--- src/rtl/mem_arbiter_pkg.sv ---
// Shared types and constants for the SOPC memory arbiter.
// Also holds defaults reused by future bus bridges.
package mem_arbiter_pkg;
    typedef enum logic [1:0] {
        ST_IDLE    = 2'd0,
        ST_GRANT_I = 2'd1,
        ST_GRANT_D = 2'd2,
        ST_RESP    = 2'd3
    } arb_state_e;

    localparam logic [3:0]  BYTE_SEL_ALL = 4'hF;
    localparam logic [63:0] ERR_DATA     = 64'd0;

    localparam int DEF_ADDR_W          = 32;
    localparam int DEF_DATA_W          = 32;
    localparam int DEF_TIMEOUT_CYC     = 16;
    localparam int DEF_MAX_DATA_STREAK = 2;
endpackage

--- src/rtl/mem_arbiter_timeout_cnt.sv ---
// Clearable up-counter with a terminal-count flag; used as the grant
// watchdog in mem_arbiter and intended for reuse in bus bridges.
module arb_timeout_cnt #(
    parameter int WIDTH    = 5,
    parameter int TERMINAL = 15
) (
    input  logic             clk,
    input  logic             rst,
    input  logic             clr,
    input  logic             en,
    output logic [WIDTH-1:0] count,
    output logic             tc
);
    always_ff @(posedge clk or negedge rst) begin
        if (!rst)
            count <= '0;
        else if (clr)
            count <= '0;
        else if (en)
            count <= count + WIDTH'(1);
    end

    assign tc = (count == WIDTH'(TERMINAL));
endmodule

--- src/rtl/mem_arbiter.sv ---
// Arbitrates the single-port SOPC memory between instruction fetch and
// load/store, with a data-streak fairness limit and a grant timeout.
module mem_arbiter
    import mem_arbiter_pkg::*;
#(
    parameter int ADDR_W          = DEF_ADDR_W,
    parameter int DATA_W          = DEF_DATA_W,
    parameter int TIMEOUT_CYC     = DEF_TIMEOUT_CYC,
    parameter int MAX_DATA_STREAK = DEF_MAX_DATA_STREAK
) (
    input  logic              clk,
    input  logic              rst,
    input  logic              inst_req_i,
    input  logic [ADDR_W-1:0] inst_addr_i,
    output logic              inst_ack_o,
    output logic [DATA_W-1:0] inst_rdata_o,
    input  logic              data_req_i,
    input  logic              data_we_i,
    input  logic [ADDR_W-1:0] data_addr_i,
    input  logic [DATA_W-1:0] data_wdata_i,
    input  logic [3:0]        data_sel_i,
    output logic              data_ack_o,
    output logic [DATA_W-1:0] data_rdata_o,
    output logic              err_o,
    output logic              stallreq_o,
    output logic              mem_ce_o,
    output logic              mem_we_o,
    output logic [ADDR_W-1:0] mem_addr_o,
    output logic [DATA_W-1:0] mem_wdata_o,
    output logic [3:0]        mem_sel_o,
    input  logic [DATA_W-1:0] mem_rdata_i,
    input  logic              mem_ready_i
);
    localparam int TO_W     = $clog2(TIMEOUT_CYC + 1);
    localparam int STREAK_W = $clog2(MAX_DATA_STREAK + 1);

    arb_state_e          state, state_nxt;
    logic [STREAK_W-1:0] streak;
    logic [TO_W-1:0]     to_count;
    logic                to_tc;
    logic                in_grant, grant_i, grant_d, done;
    logic                streak_max;

    assign in_grant   = (state == ST_GRANT_I) || (state == ST_GRANT_D);
    assign streak_max = (streak == STREAK_W'(MAX_DATA_STREAK));

    arb_timeout_cnt #(
        .WIDTH    (TO_W),
        .TERMINAL (TIMEOUT_CYC - 1)
    ) u_timeout (
        .clk   (clk),
        .rst   (rst),
        .clr   (!in_grant),
        .en    (in_grant),
        .count (to_count),
        .tc    (to_tc)
    );

    always_ff @(posedge clk or negedge rst) begin
        if (!rst)
            state <= ST_IDLE;
        else
            state <= state_nxt;
    end

    always_comb begin
        state_nxt = state;
        grant_i   = 1'b0;
        grant_d   = 1'b0;
        done      = 1'b0;
        case (state)
            ST_IDLE: begin
                // Data wins ties until it has starved fetch MAX_DATA_STREAK times.
                if (data_req_i && (!inst_req_i || !streak_max)) begin
                    grant_d   = 1'b1;
                    state_nxt = ST_GRANT_D;
                end else if (inst_req_i) begin
                    grant_i   = 1'b1;
                    state_nxt = ST_GRANT_I;
                end
            end
            ST_GRANT_I, ST_GRANT_D: begin
                if (mem_ready_i || to_tc) begin
                    done      = 1'b1;
                    state_nxt = ST_RESP;
                end
            end
            ST_RESP: state_nxt = ST_IDLE;
            default: state_nxt = ST_IDLE;
        endcase
    end

    always_ff @(posedge clk or negedge rst) begin
        if (!rst)
            streak <= '0;
        else if (grant_i)
            streak <= '0;
        else if (grant_d && inst_req_i && !streak_max)
            streak <= streak + STREAK_W'(1);
    end

    always_ff @(posedge clk or negedge rst) begin
        if (!rst) begin
            mem_ce_o     <= 1'b0;
            mem_we_o     <= 1'b0;
            mem_addr_o   <= '0;
            mem_wdata_o  <= '0;
            mem_sel_o    <= '0;
            inst_ack_o   <= 1'b0;
            data_ack_o   <= 1'b0;
            inst_rdata_o <= '0;
            data_rdata_o <= '0;
            err_o        <= 1'b0;
        end else begin
            inst_ack_o <= 1'b0;
            data_ack_o <= 1'b0;
            err_o      <= 1'b0;
            if (grant_i) begin
                mem_ce_o    <= 1'b1;
                mem_we_o    <= 1'b0;
                mem_addr_o  <= inst_addr_i;
                mem_wdata_o <= '0;
                mem_sel_o   <= BYTE_SEL_ALL;
            end else if (grant_d) begin
                mem_ce_o    <= 1'b1;
                mem_we_o    <= data_we_i;
                mem_addr_o  <= data_addr_i;
                mem_wdata_o <= data_wdata_i;
                mem_sel_o   <= data_sel_i;
            end else if (done) begin
                // Ready takes priority over a coincident timeout.
                mem_ce_o <= 1'b0;
                mem_we_o <= 1'b0;
                err_o    <= !mem_ready_i;
                if (state == ST_GRANT_I) begin
                    inst_ack_o   <= 1'b1;
                    inst_rdata_o <= mem_ready_i ? mem_rdata_i : ERR_DATA[DATA_W-1:0];
                end else begin
                    data_ack_o   <= 1'b1;
                    data_rdata_o <= mem_ready_i ? mem_rdata_i : ERR_DATA[DATA_W-1:0];
                end
            end
        end
    end

    assign stallreq_o = (inst_req_i | data_req_i) & (state != ST_RESP);
endmodule

--- config.mk ---
export PLATFORM = sky130hd
export DESIGN_NAME = mem_arbiter
export DESIGN_NICKNAME = d
export VERILOG_FILES = /design/src/rtl/mem_arbiter_pkg.sv /design/src/rtl/mem_arbiter_timeout_cnt.sv /design/src/rtl/mem_arbiter.sv
export SDC_FILE = /design/constraint.sdc
export NUM_CORES = 1
export LEC_CHECK = 0
export CAP_MARGIN = 20
export CORE_MARGIN = 4
export CORE_UTILIZATION = 38
export DETAILED_ROUTE_END_ITERATION = 7
export GPL_ROUTABILITY_DRIVEN = 0
export PLACE_DENSITY = 0.83
export SYNTH_ARGS = -nofsm -noshare
export SYNTH_HDL_FRONTEND = slang
export SYNTH_SLANG_ARGS = --single-unit
--- constraint.sdc ---
create_clock -name clk -period 2 [get_ports clk]
set_input_delay 0.3 -clock clk [delete_from_list [all_inputs] [get_ports clk]]
set_output_delay 0.3 -clock clk [all_outputs]
set_load 0.01 [all_outputs]
==> results.json <==
{
  "ir_drop_mv": 0.921,
  "path_cells": "ha_2 -> and3_4 -> ha_4 -> o21ai_4 -> nor3b_4 -> buf_12 -> clkbuf_16 -> mux2_2",
  "die_area_mm2": 0.0180,
  "crit_fanout": 10,
  "synth_cell_type_count": 32,
  "path_class": "reg2reg",
  "cts_buffers": 17,
  "critPathSlowestCell": "dfrtp_1",
  "core_area_mm2": 0.0154,
  "routed-via-count": 5002,
  "min_period_over_period_pct": 97.2,
  "die_h_um": 134,
  "finalCriticalPeriod_ns": 1.94,
  "crit_family": "simple AND/OR/NAND/NOR gates",
  "synthFlopType": "dfrtp_1",
  "yosysSeqAreaShare_pct": 60.4,
  "io_pins": 276,
  "ant_nets": 0,
  "drt_iter0_drc": 160,
  "hp-class": "in2async",
  "seq_power_share_pct": 32.7,
  "fin_worst_skew_ns": 0.00993,
  "hpwlAfterDp_um": 12800,
  "viasPerCell": 4.97,
  "htreeDepth": 4,
  "final-hold-violation-count": 0,
  "reg2reg_from": "u_timeout.count[0]",
  "io_buffers": 275,
  "async_flop_share_pct": 100,
  "grt_use_total_pct": 19.6,
  "start_util_pct": 39.2,
  "finalSetupViolCount": 0,
  "firstDrtPassIters": 4,
  "grt_overflow": 0,
  "comb_power_share_pct": 45.7,
  "swShare_pct": 32.0,
  "outcome": "completed",
  "crit_path_end_kind": "register",
  "fin_nets": 926,
  "grt_pass1_vias": 5356,
  "synth_edf_count": 0,
  "slew_headroom_pct": 71.9,
  "required_ns": 2.30,
  "diodes": 0,
  "clk_pin_slew_ns": 0.06,
  "cts.sinks": 146,
  "grt_max_degree": 44,
  "clock_path_buffers": 2,
  "drive_above_1_share_pct": 17.5,
  "worstMarginPinSlew_ns": 0.422,
  "maxSlewViolCount": 0,
  "critPathMaxStageDelay_ns": 0.35,
  "switchingPower_mw": 4.94,
  "power.density_mw_per_mm2": 1550,
  "p_int_mw": 10.5,
  "grt_first_pass_wirelength_um": 27900,
  "ff2ff_path_depth": 8,
  "ys_warn_count": 0,
  "wl_per_cell_um": 17.6,
  "fmax_mhz": 514,
  "fin_ws_ns": 0.0551,
  "regToRegSetupSlack_ns": 0.06,
  "syn_area_mm2": 0.00605,
  "dp_slack_ns": -0.0723,
  "cap_violations": 0,
  "rr_endpoint": "inst_rdata_o[20]",
  "clock_latency_ns": 0.42,
  "crit_buf_inv": 2,
  "drt-total-wl_um": 17700,
  "fp.dieW_um": 134,
  "p_leak_nw": 4.18,
  "ys_seq_elements": 146,
  "rows": 45,
  "drc": 0,
  "arrival_ns": 2.24,
  "startpoint_type": "register",
  "areaGrowthSynthToFinish_pct": 64.5,
  "antenna_found_initial": 0,
  "cts_root_buf": "clkbuf_16",
  "postSynthAreaPerCell_um2": 12.3,
  "cts_tree": "done",
  "clockPowerShare_pct": 21.6,
  "synth_fp_nets": 637,
  "netlist_instances": 493,
  "fin_util_pct": 64.5
}
-- routing by layer --
metal	wire (um)	GRT usage (%)	up-vias
met5	0	0	-
met4	354	6.84	0
met3	1330	6.64	28
met2	8960	33.9	196
met1	7030	22.6	2435
li1	-	-	2343
-- cells in the mapped netlist (2+ instances only) --
| master | number | share of area, % |
|---|---|---|
| dfrtp_1 | 146 | 60 |
| mux2_2 | 64 | 12 |
| nor2_1 | 40 | 2.5 |
| and2_1 | 35 | 3.6 |
| o21ai_0 | 35 | 2.9 |
| nand3_1 | 33 | 2.7 |
| a22o_1 | 32 | 4.6 |
| a31oi_1 | 32 | 3.3 |
| clkbuf_1 | 28 | 1.7 |
| nand2_1 | 7 | 0.43 |
| ha_1 | 6 | 1.2 |
| inv_1 | 5 | 0.31 |
| buf_6 | 4 | 0.74 |
| o22a_1 | 4 | 0.58 |
| buf_4 | 3 | 0.37 |
| buf_2 | 2 | 0.17 |
| o22ai_1 | 2 | 0.21 |
-- layout by cell type (no fill, tap or decap), types with 2 or more instances in the layout --
master,count
o21ai_0,34
clkbuf_8,2
a31oi_1,32
buf_12,10
nand2_1,7
ha_4,2
o22ai_1,2
dfrtp_1,146
o22a_1,4
clkbuf_16,18
buf_4,19
bufinv_16,3
clkdlybuf4s50_1,273
nor2_1,39
inv_1,5
clkinv_4,5
and2_1,35
a22o_1,32
inv_6,3
clkinvlp_4,2
ha_1,3
nand3_1,33
mux2_2,64
buf_6,2
-- sequential cells by signal, indices dropped and copies added (netlist names), 2 cells and up --
signal,cells
mem_addr_o,32
inst_rdata_o,32
mem_wdata_o,32
data_rdata_o,32
mem_sel_o,4
state,2
u_timeout.count,5
streak,2
-- cells by family after synthesis --
logic type	synth area share, %
adder cells (fa/ha/maj)	1.24
flip-flops	60.4
AND/OR/NAND/NOR	10.2
AO/OA/AOI/OAI	12.3
multiplexers	12.3
buffers and inverters	3.33
XOR/XNOR	0.290
-- worst register-to-register path: stages, from the launching register on --
cell and delay, ns:
dfrtp_1 0.35, ha_2 0.19, and3_4 0.18, ha_4 0.14, o21ai_4 0.09, nor3b_4 0.24, buf_12 0.15, clkbuf_16 0.16
mux2_2 0.34
-- how the worst max path moves through the flow --
stage,to,depth (start not counted),startpoint
2_1_floorplan,inst_rdata_o[10],8,state[0]
3_3_place_gp,inst_rdata_o[22],5,mem_ready_i
3_5_place_dp,inst_rdata_o[13],5,mem_ready_i
4_1_cts,inst_rdata_o[13],7,u_timeout.count[1]
5_1_grt,inst_rdata_o[15],8,u_timeout.count[1]
6_report,inst_rdata_o[20],8,u_timeout.count[0]
-- power groups by stage --
stage	clock network (mW)	registers [mW]	logic, mW
floorplan	0	5.61	2.56
global placement	0	5.04	6.88
detailed placement	0	5.09	7.02
CTS	3.40	5.06	7.04
global route	3.52	5.24	7.58
finish	3.33	5.05	7.06
-- stage by stage --
stage               cells  hold slack, ns  setup TNS [ns]  power (mW)  area [um^2]
floorplan             493         0.00441               0        8.17         6050
global placement      971           0.257          -0.802        11.9         9230
detailed placement    971           0.253           -1.82        12.1         9230
CTS                  1004           0.399         -0.0846        15.5         9860
global route         1006           0.421         -0.0175        16.3         9950
finish               1006           0.411               0        15.4         9950
-- cell type report --
type                            count  area (um^2)
Multi-Input combinational cell    305         2250
Timing Repair Buffer              307         3140
Sequential cell                   146         3650
Fill cell                        1180         5480
Clock buffer                       19          453
Tap cell                          211          264
Inverter                            5         18.8
Clock inverter                     13          175
-- timing repair --
item	in CTS	in global routing
gates resized for setup	1	8
hold buffers	1	0
cloned	0	1
pin swaps	0	3
endpoints found under the hold margin	38	0
setup endpoints to repair	16	61
setup buffers	0	1
No activity file was read; power rests on OpenSTA's default activity.
==> patch (same settings) <==
Re-encode `arb_state_e` (4 states) as one-hot, 4 bits wide.
--- a/src/rtl/mem_arbiter_pkg.sv
+++ b/src/rtl/mem_arbiter_pkg.sv
@@ -1,11 +1,11 @@
 // Shared types and constants for the SOPC memory arbiter.
 // Also holds defaults reused by future bus bridges.
 package mem_arbiter_pkg;
-    typedef enum logic [1:0] {
-        ST_IDLE    = 2'd0,
-        ST_GRANT_I = 2'd1,
-        ST_GRANT_D = 2'd2,
-        ST_RESP    = 2'd3
+    typedef enum logic [3:0] {
+        ST_IDLE    = 4'b0001,
+        ST_GRANT_I = 4'b0010,
+        ST_GRANT_D = 4'b0100,
+        ST_RESP    = 4'b1000
     } arb_state_e;
 
     localparam logic [3:0]  BYTE_SEL_ALL = 4'hF;
Behaviour: same outputs for any inputs over 4 cycles, from zero or initial values and one cycle with rst low; so few cycles prove little.
==> patch against the original RTL <==
  * Final cell count up 5.1%
  * Worst setup slack got worse by 0.059 ns
  * Cell area rose by 7.5%
  * Largest power group unchanged
  * Total power increased by 2.0%
  * Sequential cell count is 2 higher
  * The run now ends with setup timing left
  * Critical endpoint is now data_rdata_o[3]
  * Count of clock-buffer cells in the layout grew 1
  * Critical path type unchanged
  * Non-clock buffer count rose by 11
  * Clock power increased by 5%
  * Area after synthesis up 5.9%
  * Wire length increased by 14%
  * First-iteration DRC count grew 56%
==> patch: results (changes against the original RTL) <==
| Metric | Value |
|---|---|
| Net count, final | 965 (was 926) |
| Critical path arrival | 2.29 ns (was 2.24 ns) |
| Post-synthesis net count | 670 (was 637) |
| Crit-path max cell delay | 0.38 ns (was 0.35 ns) |
| Post-DP HPWL | 13,200 um (was 12,800 um) |
| DP Worst Slack | -0.0144 ns (was -0.0723 ns) |
| Largest cells by area after synthesis | dfrtp_1, mux2_2, a22o_1 (unchanged) |
| Synth unique cells | 38 (was 32) |
| P_leak | 4.87 nW (was 4.18 nW) |
| Xor/xnor share of the synthesized area | 0.410% (was 0.289%) |
| 1st-iter DRT viols | 249 (was 160) |
| Worst setup margin | -0.00434 ns (was 0.0551 ns) |
| Adder-cell share of the synthesized area | 0.586% (was 1.24%) |
| Area after DPL | 9610 sq um (was 9230 sq um) |
| Status | complete, but fails checks (was finished, final reports clean) |
| Avg WL per Cell | 19.1 um (was 17.6 um) |
| Vias per cell | 5.18 (was 4.97) |
| Final hold slack | 0.384 ns (was 0.411 ns) |
| Non-filler cells, final | 1,057 (was 1,006) |
| Synth Instances | 529 (was 493) |
| Dpl cells | 1,013 (was 971) |
| Crit-path max FO | 8 (was 10) |
| Violated checks | setup timing |
| First-pass GRT wire length | 28,200 um (was 27,900 um) |
| Endpoints failing setup | 1 (was 0) |
| VDD IR max | 771 uV (was 921 uV) |
| Largest net degree at the start of global routing | 57 (was 44) |
| Mux cell area share after synthesis | 12.4% (was 12.3%) |
| Vias in the first global route | 5,352 (was 5,356) |
| Fin Setup TNS | -0.00434 ns (was 0 ns) |
| Layout cells sized above 1 | 18.0% (was 17.5%) |
| Post-synthesis compound-gate area fraction | 13.4% (was 12.3%) |
| Worst r2r dst | data_rdata_o[3] (was inst_rdata_o[20]) |
| Most frequent cells after synthesis | dfrtp_1, mux2_2, a22o_1 (was dfrtp_1, mux2_2, nor2_1) |
| Clock Skew | 0.0123 ns (was 0.00993 ns) |
| GRT Overall Usage | 19.1% (was 19.6%) |
[patch: cell types whose count changed after synthesis, sizes merged, moves of 10 or more]
cell and delta:
nand2b +15, nor3 +27, a21oi +27, nor2 -19
inv +28, buf +15, clkbuf -10, a31oi -32
a311oi +26, nand3 -30, o21ai -35
[patch: power breakdown]
part | internal [mW] | switching [mW]
registers | 4.19 | 0.725
logic | 4.17 | 3.17
clock network | 2.19 | 1.30
[patch: layout make-up]
class	count	area, sq um	area share [%]
flip-flops and latches	148	3700	34.6
clock inverters	12	190	1.78
multi-input cells	305	2610	24.4
inverters	34	128	1.19
well taps	220	275	2.57
repair buffers	318	3340	31.2
clock buffers	20	457	4.27
[patch: how the worst max path moves through the flow]
stage,endpoint,slack [ns],cells after the start
finish,data_rdata_o[3],-0.004,8
global route,data_rdata_o[3],-0.07,8
CTS,data_rdata_o[30],0.006,8
detailed placement,data_rdata_o[0],-0.01,7
global placement,data_rdata_o[9],0.04,7
floorplan,data_rdata_o[10],0.03,7
[patch: kinds of logic (layout without fill, tap and decap cells)]
logic type,after synthesis,count (layout)
AOI/OAI and AO/OA,113,113
and+or+nand+nor,115,115
adders and majority gates,3,3
buffers and inverters,76,384
DFF,148,148
xor gates and xnor gates,3,3
muxes,71,71
[patch: timing repair]
| item | 4_1_cts | 5_1_grt |
|---|---|---|
| setup endpoints to repair | 33 | 61 |
| endpoints found under the hold margin | 35 | 0 |
| pin swaps | 0 | 2 |
| hold buffers | 1 | 0 |
| resized for setup | 4 | 58 |
| buffers inserted | 2 | 2 |
| gates cloned | 1 | 6 |
[patch: per-layer routing]
metal / up-vias / global-route usage, % / part of all wire (%)
li1: 2503 / - / -
met1: 2687 / 23.7 / 41
met2: 247 / 31.7 / 48
met3: 33 / 6.86 / 8.9
met4: 0 / 5.32 / 2.3
met5: - / 0 / 0
